`src/rtl/shared_wf_accumulator.sv`:
```
// shared_wf_accumulator: one shared complex multiplier walks the N captured
// recursion outputs, forming Re{x[k]*W[k]} per channel and summing them into
// one lookback partial result per start strobe.
// Build option: define SHARED_WF_SAT_EN to saturate the final sum to W bits;
// without it the final sum wraps (keeps its low W bits).
module shared_wf_accumulator #(
   parameter int unsigned N      = 4,
   parameter int unsigned OSR2   = 6,
   parameter int unsigned n_int  = 9,
   parameter int unsigned n_mant = 15,
   localparam int unsigned W     = n_int + n_mant + 1
) (
   input  logic           clkRecurse,
   input  logic           rst,
   input  logic           start,
   input  logic [N*W-1:0] inR,
   input  logic [N*W-1:0] inI,
   input  logic [N*W-1:0] wR,
   input  logic [N*W-1:0] wI,
   output logic [W-1:0]   out,
   output logic           out_valid,
   output logic           busy,
   output logic           overrun
);

   localparam int unsigned AW = W + $clog2(N);
   localparam int unsigned PW = 2 * W;
   localparam int unsigned IW = (N > 1) ? $clog2(N) : 1;
   // A sequence needs N+2 edges; an output period shorter than that never starts.
   localparam logic SPACING_OK = (OSR2 >= N + 2);

   typedef enum logic [1:0] {
      IDLE  = 2'd0,
      MUL   = 2'd1,
      DRAIN = 2'd2
   } state_t;

   state_t               state;
   logic [IW-1:0]        idx;
   logic signed [W-1:0]  hold_r [N];
   logic signed [W-1:0]  hold_i [N];
   logic signed [AW-1:0] acc;
   logic signed [AW-1:0] prod;

   logic signed [W-1:0]  w_r [N];
   logic signed [W-1:0]  w_i [N];
   logic signed [W-1:0]  cur_hr;
   logic signed [W-1:0]  cur_hi;
   logic signed [W-1:0]  cur_wr;
   logic signed [W-1:0]  cur_wi;
   logic signed [PW-1:0] prod_full;
   logic signed [AW-1:0] prod_next;
   logic [W-1:0]         sum_out;

   // Unpack the quasi-static weights into per-channel words.
   always_comb begin
      for (int unsigned k = 0; k < N; k++) begin
         w_r[k] = wR[k*W +: W];
         w_i[k] = wI[k*W +: W];
      end
   end

   // Shared multiplier: real part of hold[idx]*W[idx] at 2W bits, floor-scaled.
   always_comb begin
      cur_hr    = hold_r[idx];
      cur_hi    = hold_i[idx];
      cur_wr    = w_r[idx];
      cur_wi    = w_i[idx];
      prod_full = PW'(cur_hr) * PW'(cur_wr) - PW'(cur_hi) * PW'(cur_wi);
      prod_next = AW'(prod_full >>> n_mant);
   end

`ifdef SHARED_WF_SAT_EN
   logic signed [AW-1:0] sum;

   // Final sum clamped to the W-bit signed range.
   always_comb begin
      sum = acc + prod;
      if (sum[AW-1:W-1] == {(AW-W+1){sum[AW-1]}}) begin
         sum_out = sum[W-1:0];
      end else if (sum[AW-1]) begin
         sum_out = {1'b1, {(W-1){1'b0}}};
      end else begin
         sum_out = {1'b0, {(W-1){1'b1}}};
      end
   end
`else
   // Final sum wrapped to its low W bits.
   always_comb begin
      sum_out = W'(acc) + W'(prod);
   end
`endif

   // Sequencer, capture, accumulation and registered outputs.
   always_ff @(posedge clkRecurse) begin
      if (!rst) begin
         state     <= IDLE;
         idx       <= '0;
         acc       <= '0;
         prod      <= '0;
         out       <= '0;
         out_valid <= 1'b0;
         busy      <= 1'b0;
         overrun   <= 1'b0;
         for (int unsigned k = 0; k < N; k++) begin
            hold_r[k] <= '0;
            hold_i[k] <= '0;
         end
      end else begin
         out_valid <= 1'b0;
         if (start && busy) begin
            overrun <= 1'b1;
         end
         case (state)
            IDLE: begin
               if (start && SPACING_OK) begin
                  for (int unsigned k = 0; k < N; k++) begin
                     hold_r[k] <= inR[k*W +: W];
                     hold_i[k] <= inI[k*W +: W];
                  end
                  idx   <= '0;
                  busy  <= 1'b1;
                  state <= MUL;
               end
            end
            MUL: begin
               prod <= prod_next;
               acc  <= (idx == '0) ? '0 : acc + prod;
               if (idx == IW'(N - 1)) begin
                  state <= DRAIN;
               end else begin
                  idx <= idx + IW'(1);
               end
            end
            DRAIN: begin
               out       <= sum_out;
               out_valid <= 1'b1;
               busy      <= 1'b0;
               state     <= IDLE;
            end
            default: begin
               state <= IDLE;
            end
         endcase
      end
   end

endmodule

```
`config.mk`:
```
export PLATFORM = sky130hd
export DESIGN_NAME = shared_wf_accumulator
export DESIGN_NICKNAME = d
export VERILOG_FILES = /design/src/rtl/shared_wf_accumulator.sv
export SDC_FILE = /design/constraint.sdc
export NUM_CORES = 2
export LEC_CHECK = 0
export CAP_MARGIN = 20
export CORE_MARGIN = 2
export CORE_UTILIZATION = 55
export CTS_CLUSTER_DIAMETER = 150
export DETAILED_ROUTE_END_ITERATION = 6
export GPL_TIMING_DRIVEN = 0
export HOLD_SLACK_MARGIN = 0.15
export PLACE_DENSITY_LB_ADDON = 0.08
export SETUP_SLACK_MARGIN = 0.02
export SLEW_MARGIN = 20
export SYNTH_ARGS = -nofsm -noshare
export SYNTH_HDL_FRONTEND = slang
export SYNTH_SLANG_ARGS = --single-unit
```
`constraint.sdc`:
```
create_clock -name clkRecurse -period 12 [get_ports clkRecurse]
set_input_delay 1.8 -clock clkRecurse [delete_from_list [all_inputs] [get_ports clkRecurse]]
set_output_delay 1.8 -clock clkRecurse [all_outputs]
set_load 0.02 [all_outputs]
```
### After elaboration in Yosys (flattened, before gate mapping)

Memories as Yosys holds them, arrays and structs flattened. A register that Yosys moved wholly into a read port is not among the register bits.
Index checks and enable logic that the tools add are counted.

| storage, ports and cells | value |
|---|---|
| input bits | 403 |
| memories kept | 2 |
| flip-flop bits (word level) | 86 |
| output and inout port bits | 28 |
| RAM bits | 200 |
| logic and storage cells | 73 |

Memories:

| name | words | bits a word | read ports | clocked after memory_dff | wr ports | RTL line | RTL |
|---|---|---|---|---|---|---|---|
| hold_i | 4 | 25 | 1 | 1 | 4 | 41 | `logic signed [W-1:0] hold_i [N];` |
| hold_r | 4 | 25 | 1 | 1 | 4 | 40 | `logic signed [W-1:0] hold_r [N];` |

| operators by class | value |
|---|---|
| equality and inequality tests | 6 |
| muxes and demuxes | 33 |
| magnitude comparators | 1 |
| bitwise operators | 9 |
| $add $sub $neg | 4 |
| reductions and logical operators | 8 |
| $mul | 2 |

Operator list:

| cell | number |
|---|---|
| $mux W25 | 12 |
| $bmux W25 S2 | 2 |
| $mul A25 B25 Y42 | 2 |
| $sub A42 B42 Y42 | 1 |
| $add A27 B27 Y27 | 1 |
| $mux W27 | 1 |
| $add A25 B25 Y25 | 1 |
| $mux W2 | 8 |
| $or A1 B1 Y1 | 8 |
| $pmux W2 S2 | 2 |
| $mux W1 | 7 |
| $ne A2 B2 Y1 const B | 3 |
| $eq A2 B2 Y1 const B | 2 |
| $logic_not A2 Y1 | 2 |
| $reduce_and A2 Y1 | 2 |
| $reduce_bool A2 Y1 | 2 |
| $ge A3 B3 Y1 const B | 1 |
| $not A2 Y3 | 1 |
| $reduce_and A3 Y1 | 1 |
| $add A2 B1 Y2 const B | 1 |
| $eq A2 B1 Y1 const B | 1 |
| $pmux W1 S2 | 1 |
| $logic_and A1 B1 Y1 | 1 |

### Logic depth before layout (Yosys ltp)

| logic depth | value |
|---|---|
| depth in word-level cells | 6 |
| gate-level depth with buffers | 40 |
| gate-level depth less buffers | 33 |

### Least setup slack after synthesis

OpenSTA, ideal clock, no wires.

| timing path | value |
|---|---|
| path type | input to register |
| start point | input wR[76] |
| end point | register prod[24] |
| data required time | 11868 ps |
| path buffers | 1 |
| setup time | 132 ps |
| setup slack | 2168 ps |
| arrival | 9700 ps |
| stages | 30 |
| cells stage by stage | mux2_2 > o21ai_1 > clkbuf_1 > nor2_1 > fa_1 > fa_1 > inv_1 > fa_1 > inv_1 > fa_1 > inv_1 > fa_1 > inv_1 > fa_1 > fa_1 > fa_1 > inv_1 > fa_1 > inv_1 > ha_1 > a21oi_1 > o21bai_1 > a21o_1 > a21o_1 > a21oi_1 > o21bai_1 > a21o_1 > or4_1 > nand3_1 > a21oi_1 |

| between the ends | value |
|---|---|
| cells in the longest elaborated chain, start to end | 5 |

RTL lines:

| element | RTL line | RTL |
|---|---|---|
| start, declared | 18 | `input logic [N*W-1:0] wR,` |
| $bmux W25 S2 | 67 | `cur_wr = w_r[idx];` |
| $mux W25 (implied by the code) (2 in a row) | 67 |  |
| $mul A25 B25 Y42 | 69 | `prod_full = PW'(cur_hr) * PW'(cur_wr) - PW'(cur_hi) * PW'(cur_wi);` |
| $sub A42 B42 Y42 | 69 |  |
| end signal, assigned | 127 | `prod <= prod_next;` |
| end, declared | 43 | `logic signed [AW-1:0] prod;` |

Every way passes these cells. The select of a mux whose other input is x is not followed.
A chain may end at the register's enable or synchronous reset.

### Final worst setup path

| timing path | value |
|---|---|
| start point | register idx[1] |
| end point | register prod[24] |

| between the ends | value |
|---|---|
| cells in the longest elaborated chain, start to end | 6 |

RTL lines:

| element | RTL line | RTL |
|---|---|---|
| start, declared | 39 | `logic [IW-1:0] idx;` |
| start signal, assigned | 132 | `idx <= idx + IW'(1);` |
| $not A2 Y3 (implied by the code) * | 67, 68 |  |
| $bmux W25 S2, on equally long branches | 67, 68 |  |
| $mux W25, on equally long branches (2 in a row) | 67, 68 |  |
| $mul A25 B25 Y42 | 69 |  |
| $sub A42 B42 Y42 * | 69 |  |

Mark *: on every way between the ends. The rest lies on a longest branch, timed or not. The select of a mux whose other input is x is not followed.

==> out/metrics.csv <==
stage;metric;value;unit
run_status;outcome;complete, but fails checks;
run_status;violations;DRC;
drt;drt_first_iter_violations;3639;
setup_path;start_kind;register;
sta;finalSetupViolations;0;
synthesis;synth_largest_area_cell;fa_1;
sta;fin_crit_sh;0.975;
setup_path;path_common_cell;fa_1;
sta;period_minus_slack;11.70;ns
drt;drc_errors;1;
clock_tree;cts_tree;built;
setup_path;cp.arrival;12.15;ns
synthesis;syn_avg_cell_area;9.62;um2
sta;hold_violations;0;
sta;maxSlewHeadroom;0.135;
synthesis;synth_common_cells;1240 x inv_1, 1165 x fa_1, 723 x nand2_1;
sta;grt_setup_unrepaired;true;
drt;wl;193;mm
clock_tree;clockBufferDepth;3;
clock_tree;cts_buffers;26;
drt;vias;41233;
clock_tree;h-tree-depth;1;
grt;antenna_found_initial;11;
synthesis;ys_ff_latch;284;
layout;final_cell_count_no_fill;7304;
floorplanning;die_x;315;um
synthesis;syn_inst;5534;
grt;grt_pass1_vias;42745;
sta;maxSlewViolCount;0;
sta;finalClockSkew;0.0324;ns
grt;grt.total_usage;0.400;
drt;wl_per_cell;26.4;um
synthesis;synth-async-reset-ratio;0;
drt;antenna_left;0;
setup_path;max_stage_delay;0.74;ns
sta;clock.fmax;0.0854;GHz
drt;firstDrtPassIters;7;
floorplanning;boundaryPins;431;
setup_path;crit_fanout;10;
floorplanning;die_area;0.0993;mm2
clock_tree;clk_pin_slew;0.07;ns
setup_path;critPathKind;register to register;
clock_tree;ctsHoldBuffers;0;
grt;grt_pass1_wl;281;mm
setup_path;cp-end-kind;register;
floorplanning;rows;114;
layout;finalNetCount;7841;
synthesis;synth_edf_count;200;
synthesis;yosysMostFrequentCell;inv_1;
layout;final_core_util;0.628;
clock_tree;cts-root-buf;clkbuf_16;
placement;io_buffers;430;
synthesis;yosys-top-cells-area;fa_1 44%, edfxtp_1 11%, inv_1 8.7%, ha_1 6.3%, nand2_1 5.1%;
synthesis;yosysWarnings;0;
clock_tree;cts.sinks;284;
floorplanning;start_util;0.553;
grt;grt-ovfl-total;0;
synthesis;synth-seq-area-share;0.144;
placement;place_congestion;1.02;
grt;grt_max_degree;61;
sta;tightest_slew;1.29;ns
synthesis;synth_top_area_frac;0.438;
synthesis;netlist_area;0.0532;mm2
setup_path;cp.required;12.45;ns
drt;vias_per_cell;5.65;
run;maxCapViolCount;0;
min_path;hold_class;register to register;
synthesis;yosysUniqueCellTypes;71;
placement;post-dp-hpwl;168;mm
floorplanning;die_h;315;um
synthesis;synth_nets;7372;
clock_tree;clk_latency;0.58;ns
layout;area_growth;13.6;%
setup_path;worst_path_max_delay_cell;fa_1;
layout;layout-drive-gt1-share;0.0486;
synthesis;synth_flop_cell;edfxtp_1;
placement;dp.cells;7251;
floorplanning;coreArea;0.0963;mm2
critical path, delay by kind of cell (launching register included):
kind,cells,cell delay (ns)
compound gates,6,1.28
fa+ha+maj,10,4.95
buf+inv,11,3.39
flops,1,0.33
mux,1,0.51
simple gates,5,1.04
kinds of logic after synthesis:
| family | count (synthesis) | synth area share |
|---|---|---|
| and+or+nand+nor | 1694 | 0.138 |
| buffers and inverters | 1479 | 0.106 |
| adders and majority gates | 1435 | 0.502 |
| AOI/OAI and AO/OA | 333 | 0.0397 |
| DFF | 284 | 0.144 |
| muxes | 207 | 0.0533 |
| xor gates and xnor gates | 102 | 0.0174 |
placed cells by master, fill, tap and decap left out, types with 34 or more instances in the layout:
cell,n
a21oi_1,69
and2_1,291
clkbuf_1,171
clkbuf_2,34
clkdlybuf4s50_1,430
dfxtp_1,84
edfxtp_1,200
fa_1,1165
ha_1,270
inv_1,1240
mux2_2,72
mux2i_1,80
mux4_2,54
nand2_1,722
nor2_1,573
o21a_1,43
o21ai_1,48
o21ai_2,34
xnor2_1,76
registers in the layout, indices dropped and copies added (netlist names), 2 cells and up, named ones only:
name / cells
acc: 25
hold_i: 100
hold_r: 100
idx: 2
out: 25
prod: 25
state: 2
area by class of cell:
type / count / area (um2)
flip-flops and latches: 284 / 7690
well taps: 1276 / 1600
repair buffers: 443 / 4510
fillers: 8400 / 35800
clock inverters: 10 / 92.6
diodes: 5 / 12.5
clock buffers: 38 / 738
inverters: 1244 / 4670
multi-input cells: 3771 / 40100
plain buffers: 233 / 1010
routing by layer:
layer,vias to the layer above,share of wire,GRT usage
met1,21021,0.37,0.523
met2,2256,0.44,0.605
li1,17475,-,-
met5,-,0.00047,0
met4,12,0.071,0.235
met3,469,0.11,0.103
final timing paths:
check / end / cells after the start / from / slack (ns)
hold reg to reg: prod[2] / 2 / prod[2] / 0.46
setup / recovery: prod[24] / 33 / idx[1] / 0.30
hold / removal: prod[2] / 2 / prod[2] / 0.46
setup reg to reg: prod[24] / 33 / idx[1] / 0.30
repair_timing:
item	in CTS	in global routing
buffers inserted	0	0
endpoints found under the setup margin	18	21
resized for setup	16	75
stage by stage:
step | setup TNS [ns] | cell area (um2) | setup WS, ns | hold slack (ns)
after global placement | -6.22 | 59100 | -0.683 | 0.442
after global routing | -0.00227 | 60400 | -0.00227 | 0.471
after detailed placement | -5.19 | 59400 | -0.724 | 0.449
after CTS | 0 | 60300 | 0.0315 | 0.460
after floorplan | 0 | 53200 | 2.17 | 0.429
final | 0 | 60500 | 0.296 | 0.459
Power is left out: the tool's default activity adds up to more than one toggle a clock period on the data nets, which glitch-free logic cannot reach.
